--- src/rtl/fila_ativos_pkg.sv ---
// rtl/fila_ativos_pkg.sv - shared types and width helpers for the active-node set
// Contents: estado_t (OCIOSO, BUSCA, ENTREGA), clog2(), criterio_width().
package fila_ativos_pkg;

  typedef enum logic [1:0] {
    OCIOSO  = 2'd0,
    BUSCA   = 2'd1,
    ENTREGA = 2'd2
  } estado_t;

  function automatic int clog2(input int n);
    int r;
    int v;
    r = 0;
    v = n - 1;
    while (v > 0) begin
      r = r + 1;
      v = v >> 1;
    end
    return r;
  endfunction

  // distancia + heuristica (heuristica no wider than distancia) needs one carry bit
  function automatic int criterio_width(input int distancia_width);
    return distancia_width + 1;
  endfunction

endpackage

--- src/rtl/slot_ativo.sv ---
// rtl/slot_ativo.sv - one active-node slot with address compare
// Ports:
//   clk, rst_n           clock, async active-low reset
//   limpar               sync clear of the valid bit
//   invalidar            free the slot (pop delivery)
//   escrever             allocate: load all fields and set valid
//   relaxar              overwrite distancia/anterior/criterio of a valid slot
//   endereco_in ...      write data; endereco_in is also the compare key
//   valido, endereco, distancia, anterior, criterio   stored contents
//   casa                 slot valid and its endereco equals endereco_in
module slot_ativo #(
  parameter int ADDR_WIDTH      = 5,
  parameter int DISTANCIA_WIDTH = 5,
  parameter int CRITERIO_WIDTH  = 6
) (
  input  logic                       clk,
  input  logic                       rst_n,
  input  logic                       limpar,
  input  logic                       invalidar,
  input  logic                       escrever,
  input  logic                       relaxar,
  input  logic [ADDR_WIDTH-1:0]      endereco_in,
  input  logic [DISTANCIA_WIDTH-1:0] distancia_in,
  input  logic [ADDR_WIDTH-1:0]      anterior_in,
  input  logic [CRITERIO_WIDTH-1:0]  criterio_in,
  output logic                       valido,
  output logic [ADDR_WIDTH-1:0]      endereco,
  output logic [DISTANCIA_WIDTH-1:0] distancia,
  output logic [ADDR_WIDTH-1:0]      anterior,
  output logic [CRITERIO_WIDTH-1:0]  criterio,
  output logic                       casa
);

  always_ff @(posedge clk or negedge rst_n) begin
    if (!rst_n) begin
      valido    <= 1'b0;
      endereco  <= '0;
      distancia <= '0;
      anterior  <= '0;
      criterio  <= '0;
    end else if (limpar || invalidar) begin
      valido <= 1'b0;
    end else if (escrever) begin
      valido    <= 1'b1;
      endereco  <= endereco_in;
      distancia <= distancia_in;
      anterior  <= anterior_in;
      criterio  <= criterio_in;
    end else if (relaxar) begin
      distancia <= distancia_in;
      anterior  <= anterior_in;
      criterio  <= criterio_in;
    end
  end

  assign casa = valido && (endereco == endereco_in);

endmodule

--- src/rtl/fila_ativos_min.sv ---
// rtl/fila_ativos_min.sv - active-node set with insert/relax and pop-minimum
// Ports:
//   clk, rst_n, limpar_in                 clock, async reset, sync clear
//   cmd_valid_in/cmd_ready_out + cmd_*    insert-or-relax command
//   cmd_descartado_out                    pulse: command dropped
//   pop_req_in/pop_ready_out              pop-minimum request
//   pop_valid_out, pop_nulo_out, pop_*    pop result strobe and held data
//   fa_ocupacao_out, fa_vazio_out, fa_cheio_out, fa_overflow_out   status
module fila_ativos_min
  import fila_ativos_pkg::*;
#(
  parameter int NUM_NA          = 8,
  parameter int ADDR_WIDTH      = 5,
  parameter int DISTANCIA_WIDTH = 5,
  parameter int HEUR_WIDTH      = 5,
  parameter int CRITERIO_WIDTH  = criterio_width(DISTANCIA_WIDTH),
  parameter int IDX_WIDTH       = clog2(NUM_NA)
) (
  input  logic                       clk,
  input  logic                       rst_n,
  input  logic                       limpar_in,
  input  logic                       cmd_valid_in,
  output logic                       cmd_ready_out,
  input  logic [ADDR_WIDTH-1:0]      cmd_endereco_in,
  input  logic [DISTANCIA_WIDTH-1:0] cmd_distancia_in,
  input  logic [HEUR_WIDTH-1:0]      cmd_heuristica_in,
  input  logic [ADDR_WIDTH-1:0]      cmd_anterior_in,
  output logic                       cmd_descartado_out,
  input  logic                       pop_req_in,
  output logic                       pop_ready_out,
  output logic                       pop_valid_out,
  output logic                       pop_nulo_out,
  output logic [ADDR_WIDTH-1:0]      pop_endereco_out,
  output logic [DISTANCIA_WIDTH-1:0] pop_distancia_out,
  output logic [ADDR_WIDTH-1:0]      pop_anterior_out,
  output logic [IDX_WIDTH:0]         fa_ocupacao_out,
  output logic                       fa_vazio_out,
  output logic                       fa_cheio_out,
  output logic                       fa_overflow_out
);

  estado_t estado, estado_prox;

  // slot array
  logic [NUM_NA-1:0]          s_valido, s_casa, s_escrever, s_relaxar, s_invalidar;
  logic [ADDR_WIDTH-1:0]      s_endereco  [NUM_NA];
  logic [DISTANCIA_WIDTH-1:0] s_distancia [NUM_NA];
  logic [ADDR_WIDTH-1:0]      s_anterior  [NUM_NA];
  logic [CRITERIO_WIDTH-1:0]  s_criterio  [NUM_NA];

  logic [CRITERIO_WIDTH-1:0] crit_cmd;
  assign crit_cmd = CRITERIO_WIDTH'(cmd_distancia_in) + CRITERIO_WIDTH'(cmd_heuristica_in);

  for (genvar g = 0; g < NUM_NA; g++) begin : g_slot
    slot_ativo #(
      .ADDR_WIDTH      (ADDR_WIDTH),
      .DISTANCIA_WIDTH (DISTANCIA_WIDTH),
      .CRITERIO_WIDTH  (CRITERIO_WIDTH)
    ) u_slot (
      .clk          (clk),
      .rst_n        (rst_n),
      .limpar       (limpar_in),
      .invalidar    (s_invalidar[g]),
      .escrever     (s_escrever[g]),
      .relaxar      (s_relaxar[g]),
      .endereco_in  (cmd_endereco_in),
      .distancia_in (cmd_distancia_in),
      .anterior_in  (cmd_anterior_in),
      .criterio_in  (crit_cmd),
      .valido       (s_valido[g]),
      .endereco     (s_endereco[g]),
      .distancia    (s_distancia[g]),
      .anterior     (s_anterior[g]),
      .criterio     (s_criterio[g]),
      .casa         (s_casa[g])
    );
  end

  // accepted handshakes; limpar_in suppresses both
  logic cmd_fire, pop_fire;
  assign cmd_fire = (estado == OCIOSO) && cmd_valid_in && !limpar_in;
  assign pop_fire = (estado == OCIOSO) && pop_req_in && !cmd_valid_in && !limpar_in;

  // occupancy as a popcount of the valid bits
  logic [IDX_WIDTH:0] ocupacao;
  always_comb begin
    ocupacao = '0;
    for (int k = 0; k < NUM_NA; k++) begin
      ocupacao = ocupacao + (IDX_WIDTH+1)'(s_valido[k]);
    end
  end
  assign fa_ocupacao_out = ocupacao;
  assign fa_vazio_out    = (ocupacao == '0);
  assign fa_cheio_out    = (ocupacao == (IDX_WIDTH+1)'(NUM_NA));

  // CAM match (addresses are unique in the set, so at most one hit)
  // and lowest-index free slot (descending loop lets the lowest win)
  logic                 casa_algum, livre_algum;
  logic [IDX_WIDTH-1:0] casa_idx, livre_idx;
  always_comb begin
    casa_algum  = 1'b0;
    casa_idx    = '0;
    livre_algum = 1'b0;
    livre_idx   = '0;
    for (int k = 0; k < NUM_NA; k++) begin
      if (s_casa[k]) begin
        casa_algum = 1'b1;
        casa_idx   = IDX_WIDTH'(k);
      end
    end
    for (int k = NUM_NA - 1; k >= 0; k--) begin
      if (!s_valido[k]) begin
        livre_algum = 1'b1;
        livre_idx   = IDX_WIDTH'(k);
      end
    end
  end

  logic relaxa, aloca, descarte, overflow_evt;
  assign relaxa       = casa_algum && (crit_cmd < s_criterio[casa_idx]);
  assign aloca        = !casa_algum && livre_algum;
  assign descarte     = cmd_fire && !relaxa && !aloca;
  assign overflow_evt = cmd_fire && !casa_algum && !livre_algum;

  // sequential scan: one slot per BUSCA cycle, strict < keeps the lowest index on ties
  logic [IDX_WIDTH-1:0]      scan_idx;
  logic                      melhor_achou;
  logic [IDX_WIDTH-1:0]      melhor_idx;
  logic [CRITERIO_WIDTH-1:0] melhor_crit;
  logic                      examinar, prox_achou, ultimo;
  logic [IDX_WIDTH-1:0]      prox_idx;
  logic [CRITERIO_WIDTH-1:0] prox_crit;

  assign examinar   = s_valido[scan_idx] && (!melhor_achou || (s_criterio[scan_idx] < melhor_crit));
  assign prox_achou = melhor_achou || s_valido[scan_idx];
  assign prox_idx   = examinar ? scan_idx : melhor_idx;
  assign prox_crit  = examinar ? s_criterio[scan_idx] : melhor_crit;
  assign ultimo     = (estado == BUSCA) && (scan_idx == IDX_WIDTH'(NUM_NA - 1)) && !limpar_in;

  always_comb begin
    for (int k = 0; k < NUM_NA; k++) begin
      s_escrever[k]  = cmd_fire && aloca && (livre_idx == IDX_WIDTH'(k));
      s_relaxar[k]   = cmd_fire && relaxa && (casa_idx == IDX_WIDTH'(k));
      s_invalidar[k] = ultimo && (prox_idx == IDX_WIDTH'(k));
    end
  end

  // FSM
  always_ff @(posedge clk or negedge rst_n) begin
    if (!rst_n) estado <= OCIOSO;
    else        estado <= estado_prox;
  end

  always_comb begin
    estado_prox   = estado;
    cmd_ready_out = 1'b0;
    pop_ready_out = 1'b0;
    pop_valid_out = 1'b0;
    case (estado)
      OCIOSO: begin
        cmd_ready_out = 1'b1;
        pop_ready_out = !cmd_valid_in;
        if (pop_fire) estado_prox = fa_vazio_out ? ENTREGA : BUSCA;
      end
      BUSCA: begin
        if (scan_idx == IDX_WIDTH'(NUM_NA - 1)) estado_prox = ENTREGA;
      end
      ENTREGA: begin
        pop_valid_out = 1'b1;
        estado_prox   = OCIOSO;
      end
      default: estado_prox = OCIOSO;
    endcase
    if (limpar_in) estado_prox = OCIOSO;
  end

  // datapath registers
  always_ff @(posedge clk or negedge rst_n) begin
    if (!rst_n) begin
      scan_idx           <= '0;
      melhor_achou       <= 1'b0;
      melhor_idx         <= '0;
      melhor_crit        <= '0;
      cmd_descartado_out <= 1'b0;
      fa_overflow_out    <= 1'b0;
      pop_nulo_out       <= 1'b0;
      pop_endereco_out   <= '0;
      pop_distancia_out  <= '0;
      pop_anterior_out   <= '0;
    end else if (limpar_in) begin
      scan_idx           <= '0;
      melhor_achou       <= 1'b0;
      cmd_descartado_out <= 1'b0;
      fa_overflow_out    <= 1'b0;
    end else begin
      cmd_descartado_out <= descarte;
      if (overflow_evt) fa_overflow_out <= 1'b1;
      if (pop_fire) begin
        scan_idx     <= '0;
        melhor_achou <= 1'b0;
        if (fa_vazio_out) begin
          pop_nulo_out      <= 1'b1;
          pop_endereco_out  <= '0;
          pop_distancia_out <= '0;
          pop_anterior_out  <= '0;
        end
      end
      if (estado == BUSCA) begin
        scan_idx     <= scan_idx + 1'b1;
        melhor_achou <= prox_achou;
        melhor_idx   <= prox_idx;
        melhor_crit  <= prox_crit;
      end
      // result is latched on the edge into ENTREGA, same edge that frees the slot
      if (ultimo) begin
        pop_nulo_out      <= 1'b0;
        pop_endereco_out  <= s_endereco[prox_idx];
        pop_distancia_out <= s_distancia[prox_idx];
        pop_anterior_out  <= s_anterior[prox_idx];
      end
    end
  end

endmodule

--- config.mk ---
export PLATFORM = sky130hd
export DESIGN_NAME = fila_ativos_min
export DESIGN_NICKNAME = d
export VERILOG_FILES = /design/src/rtl/fila_ativos_pkg.sv /design/src/rtl/slot_ativo.sv /design/src/rtl/fila_ativos_min.sv
export SDC_FILE = /design/constraint.sdc
export NUM_CORES = 1
export LEC_CHECK = 0
export ABC_CLOCK_PERIOD_IN_PS = 9200
export CAP_MARGIN = 20
export CORE_ASPECT_RATIO = 1.5
export CORE_MARGIN = 2
export CORE_UTILIZATION = 38
export CTS_CLUSTER_SIZE = 40
export DETAILED_ROUTE_END_ITERATION = 8
export GPL_TIMING_DRIVEN = 0
export HOLD_SLACK_MARGIN = 0.15
export MAX_ROUTING_LAYER = met4
export PLACE_DENSITY = 0.59
export SLEW_MARGIN = 20
export SYNTH_ARGS = -nofsm -noshare
export SYNTH_HDL_FRONTEND = slang
export SYNTH_HIERARCHICAL = 1
export SYNTH_SLANG_ARGS = --single-unit
--- constraint.sdc ---
create_clock -name clk -period 9.2 [get_ports clk]
set_input_delay 0.92 -clock clk [delete_from_list [all_inputs] [get_ports clk]]
set_output_delay 0.92 -clock clk [all_outputs]
set_load 0.01 [all_outputs]
==> impl_results.md, run 1 <==
- Status: finished clean
- Post-Syn Instances: roughly 1.0k
- Commonest non-fill, non-tap cell in the layout: dfrtp_1
- Register-to-Register Path Depth: 20
- Worst reg2reg setup slack: between 2000 and 2500 ps
- Syn. warnings: 6
- Antenna violations before repair: 1
- Worst-Skew Late Latency: between 500 and 600 ps
- Crit path to: g_slot[4].u_slot/criterio[3]
- CTS root buffer: clkbuf_16
- Worst relative slew slack: between 20% and 30%
- Final clock skew: 10.3 ps
- Final Hold Fails: 0
- Crit-path leading delay family: simple AND/OR/NAND/NOR gates
- Avg Inst Size Synth: 11.9 um^2
- Layout cells sized above 1: about a quarter
- Mean routed wirelength per cell: roughly 23 um
- FMAX: 0.137 GHz
- Clock Sinks: approximately 210
- First-pass iteration count of the detailed router: 5
- Maximum vdd drop: about 120 uV
- Min cycle time layout: approximately 7300 ps
- Crit Path Max Fanout: 16
- Seq/Total Area, Yosys: between 40% and 50%
- Crit end category: flop
- Leak Pwr: about 5.8 nW
- Vias in the first global route: around 8.9k
- Vias/cell: roughly 5.8
- #FFs+latches synth: around 210
- Post-CTS setup repair buffer count: 0
- CP Depth: 21
- Area grow syn2layout: 15.6%
- RR Startpoint: scan_idx[0]
- # DRC: 0
- Die Y: about 220 um
- Dpl hpwl: around 25 mm
- WHS: about 340 ps
- Fin crit share: 79.3%
- Post-layout power: 0.00235 W
- Actual slew at the worst max-slew pin: roughly 1100 ps
- Number of synthesized flops with an enable pin: 0
- Post-Place Cell Area: about 13000 um^2
- Critical Path AT: about 7700 ps
- # IOs: 52
- RSZ-0062 raised after global routing: false
- Design area: about 14000 um^2
- Crit path cell chain: clkdlybuf4s50_1 > xor2_1 > nor4_1 > and3_1 > nand2b_1 > a21oi_1 > o31a_1 > clkbuf_1 > nand2_1 > a311oi_1 > a21oi_1 > ha_1 > nor3_1 > o211ai_1 > a31oi_1 > o21ai_1 > nor4_1 > nor2_1 > nor3_4 > buf_6 > mux2_2
- Routed WL: about 35 mm
- Post-CTS Resized: 0
- CP required: 9610 ps
- MaxCap Viol Count: 0
- Die W: about 150 um
- Via Count: ~8.7k
- First-pass GRT wire length: roughly 54 mm
- N_diodes: 0
- Endpoints failing setup: 0
- Synthesized cell area: 11900 um^2
- Crit Path Class: in -> reg
- Setup crit start kind: input port
- Net Count, Synth: 1056
- CTS tree: built
- CTS clk-pin slew, worst paths: ~60 ps
- Post-synth top flop: dfrtp_1
- Async SR Flop Fraction: 100%
- Total GRT Usage: between 20% and 30%
- Final-stage net count: approximately 1.1k
- Port Buffers: slightly above 50
- Worst Hold Class: in -> async
- Most frequent cells in the layout: dfrtp_1 (209), mux2_2 (176), mux2i_1 (66)
- Critical path buffer and inverter count: 3
- Crit path from: cmd_endereco_in[2]
- Final RePlAce weighted congestion: around 0.9
- Starting Density: between 30% and 40%
- Largest stage delay, worst path: 900 ps
- Total grt overflow: 0
- Critical path's slowest cell: clkdlybuf4s50_1
- Hold buffers post-CTS: 0
- CORE AREA: ~31000 um^2
- Largest net degree at the start of global routing: 83
- Die area: 32900 um^2
- Netlist cell types: 60
- Starting DRC count in detailed routing: around 520
- Final ANT Viol Nets: 0
- Num CTS Buffers: 22
- Row count: 79
- Util after Layout: ~44%
- Worst-case clock buffer depth: 3
- FILL cells: 2934
- Max Transition Viols Final: 0
- R2R Path End: g_slot[3].u_slot/criterio[3]
- CTS H-tree depth: 1
- Pwr/cell area: 170 nW/um^2
layer usage:
metal  track usage, %  wire (um)  part of all wire [%]
met5                -          0                     0
met1             25.8      13900                    40
met4             10.7       1750                   5.0
met2             37.7      18100                    51
met3             2.70       1500                   4.2
cell type report:
type	instances	area (um^2)	area share, %
multi-input combinational	719	6340	45.9
sequential	209	5230	37.9
clock buffer	26	596	4.31
timing repair buffer	54	586	4.24
tap	405	507	3.67
buffer	44	256	1.86
clock inverter	13	161	1.17
inverter	34	128	0.924
synthesized netlist by cell type, types with 3 or more instances:
cell	instances	area share [%]
or3_1	3	0.16
mux2_4	3	0.38
a211oi_1	8	0.50
buf_6	11	1.0
o211ai_1	8	0.50
inv_1	33	1.0
a21oi_1	30	1.3
a221oi_1	30	2.2
and3_1	11	0.58
mux2_2	176	17
ha_1	20	2.1
nand4_1	3	0.16
a22oi_1	6	0.38
xnor2_1	11	0.81
o31a_1	3	0.22
a31oi_1	3	0.16
a21o_1	10	0.63
a311oi_1	5	0.37
o21bai_1	4	0.25
mux2i_1	66	5.5
nor2b_1	8	0.42
nor3_4	8	1.1
nor3_1	19	0.80
fa_1	5	0.84
o221ai_1	9	0.66
buf_2	7	0.29
nand2b_1	5	0.26
nand2_1	61	1.9
dfrtp_1	209	44
mux2_1	6	0.57
nor2_1	49	1.5
clkbuf_1	25	0.79
xor2_1	33	2.4
mux4_2	21	4.0
nor4_1	12	0.63
o22a_1	9	0.66
o21ai_0	22	0.92
nor3b_2	8	0.84
o22ai_1	17	0.89
nand3_1	7	0.29
power by group:
group / switching [W] / internal, W
sequential: 0.0000575 / 0.000990
clock: 0.000389 / 0.000549
combinational: 0.000188 / 0.000171
total: 0.000635 / 0.00171
flip-flops by register name, indices dropped and copies added, names as in the netlist, 2 cells and up:
signal / cells
g_slot.u_slot/anterior: 40
estado: 2
pop_anterior_out: 5
scan_idx: 3
g_slot.u_slot/criterio: 48
pop_distancia_out: 5
g_slot.u_slot/distancia: 40
melhor_idx: 3
g_slot.u_slot/endereco: 40
g_slot.u_slot/valido: 8
melhor_crit: 6
pop_endereco_out: 5
worst reg2reg max path, stage by stage, from the launching register on:
cell      delay, ps
dfrtp_1         350
buf_2           180
buf_1           730
clkbuf_1        790
mux4_2          620
nand2_1          80
nand2_1         140
ha_1            320
o21ai_0         220
o21ai_0         180
o221ai_2        220
nand2_2         140
mux2_4          330
buf_6           160
buf_6           180
nand3_1         190
clkbuf_1        620
nor2_1          290
nor3_4          540
buf_6           280
mux2_2          360
worst min path at each step:
stage / slack [ps] / to / startpoint
2_1_floorplan: 470 / melhor_crit[0] / melhor_crit[0]
3_3_place_gp: 490 / g_slot[0].u_slot/distancia[1] / g_slot[0].u_slot/distancia[1]
3_5_place_dp: 490 / g_slot[3].u_slot/distancia[1] / g_slot[3].u_slot/distancia[1]
4_1_cts: 350 / g_slot[2].u_slot/criterio[2] / rst_n
5_1_grt: 380 / g_slot[2].u_slot/criterio[2] / rst_n
6_report: 340 / g_slot[6].u_slot/criterio[2] / rst_n
metrics by stage:
stage	setup TNS (ps)	instances	setup WS [ps]
6_report	0	1504	1910
5_1_grt	0	1504	1750
4_1_cts	0	1504	2090
3_5_place_dp	0	1465	1520
3_3_place_gp	-399780	1462	-1950
2_1_floorplan	0	1006	4120
logic make-up (layout without fill, tap and decap cells):
logic type	count (synthesis)	after routing	synth area share [%]
AO/OA/AOI/OAI	174	174	10.5
AND/OR/NAND/NOR	204	204	9.35
XOR/XNOR	44	44	3.23
multiplexers	272	272	27.0
adder cells (fa/ha/maj)	25	25	2.93
flip-flops	209	209	43.8
buffers and inverters	78	171	3.22
No activity file was read; power rests on OpenSTA's default activity.
==> run 2: changes to the inputs <==
--- a/config.mk
+++ b/config.mk
@@ -5,7 +5,7 @@
 export SDC_FILE = /design/constraint.sdc
 export NUM_CORES = 1
 export LEC_CHECK = 0
-export ABC_CLOCK_PERIOD_IN_PS = 9200
+export ABC_CLOCK_PERIOD_IN_PS = 6300
 export CAP_MARGIN = 20
 export CORE_ASPECT_RATIO = 1.5
 export CORE_MARGIN = 2
@@ -15,7 +15,7 @@
 export GPL_TIMING_DRIVEN = 0
 export HOLD_SLACK_MARGIN = 0.15
 export MAX_ROUTING_LAYER = met4
-export PLACE_DENSITY = 0.59
+export PLACE_DENSITY = 0.61
 export SLEW_MARGIN = 20
 export SYNTH_ARGS = -nofsm -noshare
 export SYNTH_HDL_FRONTEND = slang
==> constraint.sdc (replaced) <==
create_clock -name clk -period 6.3 [get_ports clk]
set_input_delay 0.63 -clock clk [delete_from_list [all_inputs] [get_ports clk]]
set_output_delay 0.63 -clock clk [all_outputs]
set_load 0.01 [all_outputs]
==> impl_results.md, run 2 (same netlist as run 1, synthesis figures left out) <==
- Status: finished clean
- Final Hold Fails: 0
- CP required: ~6700 ps
- Max FFs per register: between 40 and 50
- Fin crit share: about 95%
- Layout cells sized above 1: a little over a quarter
- Die area: about 33000 um^2
- RR Startpoint: scan_idx[0]
- Largest net degree at the start of global routing: between 80 and 90
- Die W: approximately 150 um
- Util after Layout: 44.7%
- Starting DRC count in detailed routing: between 500 and 600
- Total GRT Usage: 21.7%
- Maximum vdd drop: around 140 uV
- N_diodes: 0
- Worst relative slew slack: between 30 and 40%
- Row count: slightly below 80
- CORE AREA: slightly above 30000 um^2
- # IOs: 52
- Final-stage net count: 1136
- Multi-input logic area: roughly 6400 um^2
- Vias/cell: 5.79
- Setup crit start kind: input port
- Most frequent cells in the layout: dfrtp_1 (209), mux2_2 (176), mux2i_1 (66)
- FILL cells: between 2k and 3k
- Critical Path AT: between 6000 and 7000 ps
- Num CTS Buffers: 22
- Min cycle time layout: about 6000 ps
- Crit end category: flop
- Vias in the first global route: around 9k
- Antenna violations before repair: 0
- Dpl hpwl: roughly 25 mm
- Via Count: 8728
- Routed WL: 34.7 mm
- Area occupied by registers: roughly 5200 um^2
- FMAX: between 0.15 and 0.2 GHz
- Hold path startpoint: g_slot[2].u_slot/distancia[1]
- CTS clk-pin slew, worst paths: roughly 60 ps
- Total grt overflow: 0
- MaxCap Viol Count: 0
- Port Buffers: between 50 and 60
- CTS root buffer: clkbuf_16
- Max Transition Viols Final: 0
- # DRC: 0
- Worst Hold Class: reg -> reg
- Worst-case clock buffer depth: 3
- Starting Density: between 30% and 40%
- Actual slew at the worst max-slew pin: 998 ps
- Pre-CTS setup slack: -1030 ps
- Crit Path Class: in -> reg
- Final RePlAce weighted congestion: 0.888
- Clock Sinks: approximately 210
- First-pass iteration count of the detailed router: 5
- Final clock skew: 19.8 ps
- Die Y: 221 um
- Area grow syn2layout: 16.2%
- Leak Pwr: ~5.8 nW
- RSZ-0062 raised after global routing: false
- Final ANT Viol Nets: 0
- Setup WS post-layout: 293 ps
- First-pass GRT wire length: approximately 53 mm
- Pwr/cell area: between 200 and 250 nW/um^2
- Endpoints failing setup: 0
- CTS tree: built
- Crit Path Max Fanout: 16
- Worst-Skew Late Latency: roughly 530 ps
- Most flop-heavy register: g_slot.u_slot/criterio
- Post-layout power: between 0.003 and 0.004 W
- CTS H-tree depth: 1
- Mean routed wirelength per cell: 23.1 um
- Commonest non-fill, non-tap cell in the layout: dfrtp_1
- Crit path from: cmd_endereco_in[0]
## run 2: path summary, 6_finish.rpt
kind,to,slack [ps],cells past startpoint
worst max-delay path,g_slot[2].u_slot/criterio[3],290,17
worst min-delay path,g_slot[2].u_slot/distancia[1],500,1
min in group asynchronous,g_slot[5].u_slot/criterio[2],610,2
worst max register to register,g_slot[6].u_slot/criterio[0],340,18
worst min register to register,g_slot[2].u_slot/distancia[1],500,1
max in group asynchronous,pop_distancia_out[4],4930,3
## run 2: per-stage QoR
step,TNS [ps],instances,instance area [um^2],hold WS (ps)
finish,0,1507,13900,504
global route,0,1507,13900,520
CTS,0,1504,13800,507
detailed placement,-110320,1465,13000,491
global placement,-1040420,1462,13000,485
floorplan,0,1006,11900,334
## run 2: repair_timing
item                                   in CTS  in global routing
setup buffers                               0                  3
pin swaps                                   0                  1
endpoints found under the hold margin      47                  0
hold buffers                                1                  0
setup endpoints to repair                 148                 86
resized for setup                           8                  6
## run 2: worst max-delay path: stages
cell             delay, ps
clkdlybuf4s50_1        890
xnor2_1                140
and3_1                 300
nor4_2                 620
clkbuf_2               430
clkbuf_1               510
a311oi_1               170
a21oi_1                170
ha_1                   260
a21o_1                 180
a211oi_1               210
o21ai_1                320
nor4_1                 370
nor2_1                 110
nor3_4                 430
buf_6                  270
mux2_2                 360
## run 2: power breakdown
group | leakage (nW) | switching, W | internal (W)
Combinational | 2.65 | 0.000276 | 0.000251
Sequential | 2.81 | 0.0000818 | 0.00145
Clock | 0.376 | 0.000558 | 0.000827
Total | 5.84 | 0.000916 | 0.00252
## run 2: area by class of cell
type	instances	area share (%)
plain buffers	42	1.83
well taps	405	3.65
inverters	34	0.920
repair buffers	58	4.59
clock inverters	10	0.947
multi-input cells	719	45.8
flip-flops and latches	209	37.7
clock buffers	30	4.55
## run 2: routing by layer
layer,vias up,track usage (%),part of all wire [%]
met5,-,-,0
met1,4454,25.2,40
met4,0,11.0,5.4
met2,240,37.0,51
li1,3937,-,-
met3,97,2.41,3.7
==> run 3: changes to the inputs <==
--- a/config.mk
+++ b/config.mk
@@ -10,12 +10,14 @@
 export CORE_ASPECT_RATIO = 1.5
 export CORE_MARGIN = 2
 export CORE_UTILIZATION = 38
+export CTS_BUF_LIST = sky130_fd_sc_hd__clkbuf_4
 export CTS_CLUSTER_SIZE = 40
 export DETAILED_ROUTE_END_ITERATION = 8
 export GPL_TIMING_DRIVEN = 0
 export HOLD_SLACK_MARGIN = 0.15
 export MAX_ROUTING_LAYER = met4
 export PLACE_DENSITY = 0.61
+export REMOVE_ABC_BUFFERS = 1
 export SLEW_MARGIN = 20
 export SYNTH_ARGS = -nofsm -noshare
 export SYNTH_HDL_FRONTEND = slang
==> impl_results.md, run 3 (same netlist as run 1, synthesis figures left out) <==
- Max FFs per register: 48
- Area grow syn2layout: 14.7%
- CTS H-tree depth: 2
- Setup crit start kind: input port
- Dpl hpwl: between 20 and 25 mm
- Crit Path Class: in -> reg
- Crit end category: flop
- Crit path cell chain: clkdlybuf4s50_1 > xnor2_1 > and3_1 > nor4_2 > buf_2 > buf_2 > buf_4 > mux4_2 > a21oi_1 > ha_1 > a21o_1 > a211oi_1 > o21ai_1 > nor3_1 > nor2_1 > nor3_4 > buf_6 > mux2_2
- First-pass GRT wire length: 51.8 mm
- Port Buffers: slightly above 50
- Most frequent CP cell: buf_2
- # DRC: 0
- Die Y: approximately 220 um
- Final ANT Viol Nets: 0
- FMAX: about 0.17 GHz
- Via Count: 8785
- Worst-case clock buffer depth: 3
- Leak Pwr: approximately 5.8 nW
- Routed WL: around 33 mm
- Total grt overflow: 0
- Most frequent cells in the layout: dfrtp_1 (207), mux2_2 (176), clkbuf_4 (71)
- Num CTS Buffers: a little under 50
- Final-stage net count: 1136
- Total GRT Usage: a little over a fifth
- Vias/cell: about 5.8
- Critical path's slowest cell: clkdlybuf4s50_1
- CTS clk-pin slew, worst paths: 70 ps
- Worst-Skew Late Latency: 710 ps
- Final Hold Fails: 0
- Critical Path AT: between 6000 and 7000 ps
- Row count: 79
- Mean routed wirelength per cell: 21.4 um
- # IOs: 52
- Min cycle time layout: roughly 6000 ps
- Largest stage delay, worst path: roughly 940 ps
- Final clock skew: ~32 ps
- CP required: roughly 6900 ps
- Max Transition Viols Final: 0
- Final RePlAce weighted congestion: roughly 0.86
- WHS: 291 ps
- Fin crit share: a little over nine tenths
- RSZ-0062 raised after global routing: false
- CTS root buffer: clkbuf_4
- CORE AREA: around 31000 um^2
- Starting DRC count in detailed routing: about 490
- Antenna violations before repair: 1
- CTS tree: built
- Final setup TNS: 0 ps
- Most flop-heavy register: g_slot.u_slot/criterio
- Worst Hold Class: in -> reg
- Worst relative slew slack: about a third
- Util after Layout: between 40% and 50%
- Die W: about 150 um
- Pwr/cell area: ~230 nW/um^2
- Maximum vdd drop: 101 uV
- Crit Path Max Fanout: 16
- Endpoints failing setup: 0
- Vias in the first global route: 9083
- Clock Sinks: roughly 210
- MaxCap Viol Count: 0
- Commonest non-fill, non-tap cell in the layout: dfrtp_1
- First-pass iteration count of the detailed router: 5
- Actual slew at the worst max-slew pin: 984 ps
- Largest net degree at the start of global routing: between 90 and 100
- Status: finished clean
- Die area: roughly 33000 um^2
- Layout cells sized above 1: roughly 30%
- Starting Density: 38.5%
-- run 3: final timing paths --
kind | slack, ps | from | cells past startpoint | endpoint
min in group asynchronous | 350 | rst_n | 2 | g_slot[7].u_slot/criterio[2]
worst max register to register | 350 | scan_idx[0] | 15 | g_slot[5].u_slot/anterior[1]
worst min-delay path | 290 | limpar_in | 2 | scan_idx[0]
worst min register to register | 500 | g_slot[0].u_slot/distancia[1] | 1 | g_slot[0].u_slot/distancia[1]
max in group asynchronous | 5170 | rst_n | 3 | g_slot[7].u_slot/endereco[0]
worst max-delay path | 290 | cmd_endereco_in[0] | 18 | g_slot[0].u_slot/distancia[4]
-- run 3: stage by stage --
stage               total power, W  cells  setup WS (ps)  instance area (um^2)
floorplan                  0.00187    962            101                 11700
global placement           0.00204   1418          -4460                 12700
detailed placement         0.00207   1437           -742                 13000
CTS                        0.00320   1526           43.7                 13700
global route               0.00333   1527           79.5                 13700
finish                     0.00315   1527            287                 13700
-- run 3: power breakdown --
| part | switching [W] | internal, W | leakage (nW) | total, W |
|---|---|---|---|---|
| clock | 0.000554 | 0.000558 | 0.364 | 0.00111 |
| sequential | 0.0000837 | 0.00144 | 2.80 | 0.00153 |
| combinational | 0.000260 | 0.000254 | 2.63 | 0.000514 |
-- run 3: layout make-up --
type,instances,area [um^2]
Sequential cell,209,5230
Inverter,34,128
Clock buffer,71,533
Tap cell,405,507
Multi-Input combinational cell,719,6350
Timing Repair Buffer,73,856
Clock inverter,15,91.3
Antenna cell,1,2.50
Fill cell,3000,17300
-- run 3: per-layer routing --
metal	share of wire, %	track usage [%]	vias to the layer above	wire [um]
met2	52	36.0	248	17000
met5	0	-	-	0
met4	3.7	8.48	0	1210
met1	40	24.6	4500	13100
li1	-	-	3958	-
met3	4.3	3.03	79	1420
-- run 3: critical path: cells and delay by family --
family	cells	cell delay, ps
buf+inv	5	2000
xor+xnor	1	150
fa+ha+maj	1	280
compound gates	4	890
simple gates	5	1760
mux	2	860
-- run 3: repair_timing --
| item | in CTS | in global routing |
|---|---|---|
| gates resized for setup | 0 | 5 |
| gates cloned | 0 | 0 |
| hold endpoints to repair | 209 | 0 |
| hold buffers | 1 | 0 |
| pin swaps | 1 | 0 |
| setup buffers | 2 | 0 |
| setup endpoints to repair | 2 | 102 |
